`src/rtl/recirculacion_param.sv`:
```
// recirculacion_param: registered, parametrised probe-side recirculation demux.
// Each cycle the LANES data/valid lanes are registered either onto the forward
// (_rf) side or back to the prober (_rp) side. Forwarding needs IDLE_OUT held
// high for IDLE_SYNC consecutive edges; any low IDLE_OUT drops back at once.
// Optional feature macro: RECIRC_CNT_EN builds the saturating count of
// recirculated valid words; when undefined recirc_cnt is tied to zero.
module recirculacion_param #(
    parameter int unsigned LANES     = 4,
    parameter int unsigned DATA_W    = 8,
    parameter int unsigned IDLE_SYNC = 2,
    parameter int unsigned CNT_W     = 16
) (
    input  logic                    clk,
    input  logic                    reset,
    input  logic [LANES*DATA_W-1:0] data_ps,
    input  logic [LANES-1:0]        valid_ps,
    input  logic                    IDLE_OUT,
    output logic [LANES*DATA_W-1:0] data_rf,
    output logic [LANES-1:0]        valid_rf,
    output logic [LANES*DATA_W-1:0] data_rp,
    output logic [LANES-1:0]        valid_rp,
    output logic                    mode_fwd,
    output logic [CNT_W-1:0]        recirc_cnt
);

    localparam int unsigned BUS_W = LANES * DATA_W;
    localparam int unsigned ARM_W = (IDLE_SYNC > 1) ? $clog2(IDLE_SYNC) : 1;
    localparam logic [ARM_W-1:0] ARM_LAST = ARM_W'(IDLE_SYNC - 1);

    typedef enum logic {
        ST_RECIRC = 1'b0,
        ST_FWD    = 1'b1
    } state_t;

    state_t            state;
    state_t            state_nxt;
    logic [ARM_W-1:0]  arm_cnt;
    logic [ARM_W-1:0]  arm_cnt_nxt;
    logic              route_fwd_c;

    // State register and idle-run arm counter
    always_ff @(posedge clk or posedge reset) begin
        if (reset) begin
            state   <= ST_RECIRC;
            arm_cnt <= '0;
        end else begin
            state   <= state_nxt;
            arm_cnt <= arm_cnt_nxt;
        end
    end

    // Next state: arm on consecutive idle cycles, leave FWD on the first busy one
    always_comb begin
        state_nxt   = state;
        arm_cnt_nxt = '0;
        unique case (state)
            ST_RECIRC: begin
                if (IDLE_OUT) begin
                    if (arm_cnt == ARM_LAST) begin
                        state_nxt   = ST_FWD;
                        arm_cnt_nxt = '0;
                    end else begin
                        arm_cnt_nxt = arm_cnt + ARM_W'(1);
                    end
                end
            end
            ST_FWD: begin
                if (!IDLE_OUT) begin
                    state_nxt = ST_RECIRC;
                end
            end
            default: begin
                state_nxt = ST_RECIRC;
            end
        endcase
    end

    // Route select: never forward in a cycle where downstream is busy
    always_comb begin
        route_fwd_c = 1'b0;
        if (state == ST_FWD) begin
            route_fwd_c = IDLE_OUT;
        end
    end

    assign mode_fwd = (state == ST_FWD);

    // Output registers: selected side takes the input, the other side is zeroed
    always_ff @(posedge clk or posedge reset) begin
        if (reset) begin
            data_rf  <= '0;
            valid_rf <= '0;
            data_rp  <= '0;
            valid_rp <= '0;
        end else if (route_fwd_c) begin
            data_rf  <= data_ps;
            valid_rf <= valid_ps;
            data_rp  <= BUS_W'(0);
            valid_rp <= LANES'(0);
        end else begin
            data_rf  <= BUS_W'(0);
            valid_rf <= LANES'(0);
            data_rp  <= data_ps;
            valid_rp <= valid_ps;
        end
    end

`ifdef RECIRC_CNT_EN
    localparam int unsigned POP_W = $clog2(LANES + 1);
    localparam int unsigned SUM_W = ((CNT_W > POP_W) ? CNT_W : POP_W) + 1;
    localparam logic [CNT_W-1:0] CNT_MAX = '1;

    logic [POP_W-1:0] pop_c;
    logic [SUM_W-1:0] sum_c;
    logic [CNT_W-1:0] cnt_sat_c;

    // Number of valid lanes in the current input word
    always_comb begin
        pop_c = '0;
        for (int i = 0; i < int'(LANES); i++) begin
            pop_c = pop_c + POP_W'(valid_ps[i]);
        end
    end

    // Saturating add of the valid-lane count
    always_comb begin
        sum_c     = SUM_W'(recirc_cnt) + SUM_W'(pop_c);
        cnt_sat_c = recirc_cnt;
        if (sum_c > SUM_W'(CNT_MAX)) begin
            cnt_sat_c = CNT_MAX;
        end else begin
            cnt_sat_c = CNT_W'(sum_c);
        end
    end

    // Count valid words only on recirculated cycles; cleared by reset alone
    always_ff @(posedge clk or posedge reset) begin
        if (reset) begin
            recirc_cnt <= '0;
        end else if (!route_fwd_c) begin
            recirc_cnt <= cnt_sat_c;
        end
    end
`else
    assign recirc_cnt = '0;
`endif

endmodule

```
`config.mk`:
```
export PLATFORM = sky130hd
export DESIGN_NAME = recirculacion_param
export DESIGN_NICKNAME = d
export VERILOG_FILES = /design/src/rtl/recirculacion_param.sv
export SDC_FILE = /design/constraint.sdc
export NUM_CORES = 1
export LEC_CHECK = 0
export CORE_ASPECT_RATIO = 1.75
export CORE_MARGIN = 1
export CORE_UTILIZATION = 35
export CTS_CLUSTER_DIAMETER = 120
export DETAILED_ROUTE_END_ITERATION = 8
export GPL_TIMING_DRIVEN = 0
export HOLD_SLACK_MARGIN = 0.02
export PLACE_DENSITY = 0.71
export SYNTH_ARGS = -nofsm -noshare
export SYNTH_HDL_FRONTEND = slang
export SYNTH_SLANG_ARGS = --single-unit
```
`constraint.sdc`:
```
create_clock -name clk -period 3.22 [get_ports clk]
set_input_delay 0.644 -clock clk [delete_from_list [all_inputs] [get_ports clk]]
set_output_delay 0.644 -clock clk [all_outputs]
set_load 0.02 [all_outputs]
```
# Word-level counts from Yosys, hierarchy flattened
# Index checks and enable logic that the tools add are counted.
[totals]
input_bits = 39
wordCells = 20
out_inout_bits = 89
ff_bits = 74
[op_classes]
mux = 12
add_sub_neg = 1
n_bitwise = 1
[op_table]
columns = ["op", "n"]
rows = [
  ["$mux 32", 2],
  ["$mux 4", 2],
  ["$mux 1", 7],
  ["$pmux 1 s2", 1],
  ["$add 1x1->1 const B", 1],
  ["$not 1->1", 1],
]

# Logic depth before layout (Yosys ltp)
[logic_depth]
ltp_word = 4
ltp_mapped = 3
mapped_depth_nobuf = 1

# Worst setup path before layout
# No wires, ideal clock.
[synth_timing]
path_type = "input -> register"
startpoint = "in IDLE_OUT"
endpoint = "reg valid_rf[0]"
arrival_ns = 1.037
slack_ns = 2.064
cell_stages = 3
path_cell_list = "buf_6 buf_4 and3_1"
[synth_between]
elab_chain_len = 2
[synth_lines]
columns = ["element", "line_no", "text"]
rows = [
  ["start: declaration", "17", "input logic IDLE_OUT,"],
  ["$mux 1", "81", "if (state == ST_FWD) begin"],
  ["$mux 4", "95", "end else if (route_fwd_c) begin"],
  ["end signal: assignment", "97", "valid_rf <= valid_ps;"],
  ["end: declaration", "19", "output logic [LANES-1:0] valid_rf,"],
]
# No other way between the ends.

# Worst setup path after layout
[layout_timing]
startpoint = "reg state (netlist: mode_fwd)"
endpoint = "out mode_fwd"
[layout_lines]
columns = ["element", "line_no", "text"]
rows = [
  ["start: declaration", "35", "state_t state;"],
  ["start signal: assignment", "47", "state <= state_nxt;"],
  ["end: declaration", "22", "output logic mode_fwd,"],
]
# No word-level cell between the ends.

==> out/qor.csv <==
metric;value;unit
start_kind;flop;
dr.pass1.iters;4;
pin_count;128;
path_clk_slew;50;ps
synth_top_cells_by_count;dfrtp_1 (74), and3_1 (36), a21boi_0 (27);
ys_async_sr_fraction;100;%
setup_viol;0;
combPwrFrac;16.1;%
p_sw;542;uW
fin_ws;1250;ps
drv_cap;0;
cp_num_buf_inv;1;
drc_errors;0;
post_cts_buffers;0;
portBuffers;110;
numCtsBuffers;9;
ys_seq_elements;74;
dp.cells;393;
power_frac_clock;40.4;%
fillCellCount;618;
dp_hpwl;4410;microns
reg2reg_to;data_rp[25];
seqPwrFrac;43.5;%
core_area;7230;sq um
yosys_warnings;0;
p_per_area;546;nW/um^2
rows;41;
crit_path_end_kind;output pin;
maxSlewHeadroom;41.8;%
worstSetupPathType;reg -> out;
design_area;4190;sq um
finalMaxSlewViolations;0;
h-tree-depth;3;
drtIter0Drc;106;
multiInputGateArea;571;sq um
crit_chain;clkdlybuf4s50_1;
syn_inst;182;
final_cells;409;
placed_cell_area;3910;sq um
post_drt_via_cell_ratio;4.44;
post-route-util;57.9;%
synth.distinct_cells;11;
fmaxAchievable;508;MHz
p_int;1750;uW
antennaDiodeCount;0;
p_leak;0.00204;uW
crit_arrival;1320;ps
clock-sinks;74;
areaGrowthSynthToFinish;58.8;%
hp-start;arm_cnt;
crit_family;buffers and inverters;
post-place-ws;1380;ps
crit_required;2580;ps
status;completed;
synth_top_area_share;70.1;%
clockBufferDepth;2;
yosys-top-cells-area;dfrtp_1 (70%), and3_1 (8.5%), a21boi_0 (7.7%);
synth_edf_count;0;
gr-usage-all-layers;16.8;%
die_x;67.7;microns
hold_viol;0;
finalNetCount;357;
critical-path-slowest-cell;clkdlybuf4s50_1;
critical-path-max-stage-delay;620;ps
hold_buffers;0;
ctsRootBufferMaster;clkbuf_16;
start_util;36.5;%
swShare;23.7;%
cts_tree;yes;
rsz0062_at_grt;no;
hold_depth;1;
grt-ovfl-total;0;
dieArea;7910;sq um
worst_r2r_path_depth;2;
synth_area_leader_cell;dfrtp_1;
post-route-period-util;61.1;%
die_y;117;microns
grt_pass1_vias;1792;
drtAntennaViolNets;0;
wl_per_cell;14.9;microns
vias;1816;
synth_flop_cell;dfrtp_1;
min_to;arm_cnt;
synth.most_common_cell;dfrtp_1;
gp_congestion;0.722;
antenna_found_initial;0;
ir_worst_vdd;263;uV
skew;2.67;ps
grt_pass1_wl;9260;microns
synth_area;2640;sq um
holdCritPathClass;reg -> reg;
drive_gt1_share;13.9;%
reg2reg_from;mode_fwd;
worst_pin_slew;872;ps
grt_start_max_net_pins;75;
syn_area_per_cell;14.5;sq um
drt_wl_total;6100;microns
synth_seq_area_share;70.1;%
post_cts_resized;0;
period_needed;1970;ps
path_max_fanout;3;
ff_latch_area;1850;sq um
r2r_slack;2190;ps
insertion_delay;330;ps
==> power groups by stage <==
stage / combinational [uW] / clock (uW) / sequential (uW)
finish: 368 / 924 / 996
global route: 394 / 987 / 1000
CTS: 372 / 950 / 997
detailed placement: 370 / 0 / 1010
global placement: 366 / 0 / 1010
floorplan: 123 / 0 / 1080
==> routing by layer <==
layer	wire length [microns]	GRT usage (%)	vias up	share of wire, %
li1	-	-	853	-
met1	1980	16.4	875	32
met2	3550	30.2	75	58
met3	357	3.59	13	5.9
met5	0	0	-	0
met4	211	12.1	0	3.5
==> how the worst max path moves through the flow <==
stage                     startpoint          end  slack, ps  depth (start not counted)
after floorplan                reset      arm_cnt        690                          1
after global placement         reset  valid_rf[2]       -370                          2
after detailed placement       reset  valid_rf[1]       1380                          2
after CTS                   mode_fwd     mode_fwd       1230                          1
after global routing        mode_fwd     mode_fwd       1210                          1
final                       mode_fwd     mode_fwd       1250                          1
==> cell families after synthesis <==
logic type / Yosys count / synth area share (%)
AOI/OAI and AO/OA: 37 / 10.5
buffers and inverters: 33 / 10.4
DFF: 74 / 70.1
other: 1 / 0.142
and+or+nand+nor: 37 / 8.82
==> flip-flops by register name, indices dropped and copies added (netlist names) <==
| name | cells |
|---|---|
| valid_rp | 4 |
| data_rf | 32 |
| data_rp | 32 |
| mode_fwd | 1 |
| arm_cnt | 1 |
| valid_rf | 4 |
==> layout by cell type, fill, tap and decap left out <==
master,count
clkdlybuf4s50_1,110
dfrtp_1,74
and3_1,36
a21boi_0,27
buf_4,20
conb_1,16
buf_6,10
a21boi_1,9
clkbuf_16,9
clkbuf_1,4
clkbuf_8,3
clkinv_2,2
o21a_1,1
nor3b_1,1
inv_4,1
==> metrics by stage <==
step	hold slack (ps)	power, uW	TNS (ps)
5_1_grt	455	2380	0
4_1_cts	432	2320	0
6_report	433	2290	0
3_3_place_gp	421	1380	-26820
2_1_floorplan	409	1200	0
3_5_place_dp	425	1380	0
==> final cells by class <==
cell class,count,share of cell area (%)
inverters,1,0.149
clock buffers,14,6.54
multi-input cells,90,13.6
well taps,86,2.57
repair buffers,110,26.3
plain buffers,32,6.45
flip-flops and latches,74,44.2
clock inverters,2,0.239
Power figures use the tool's default switching activity.
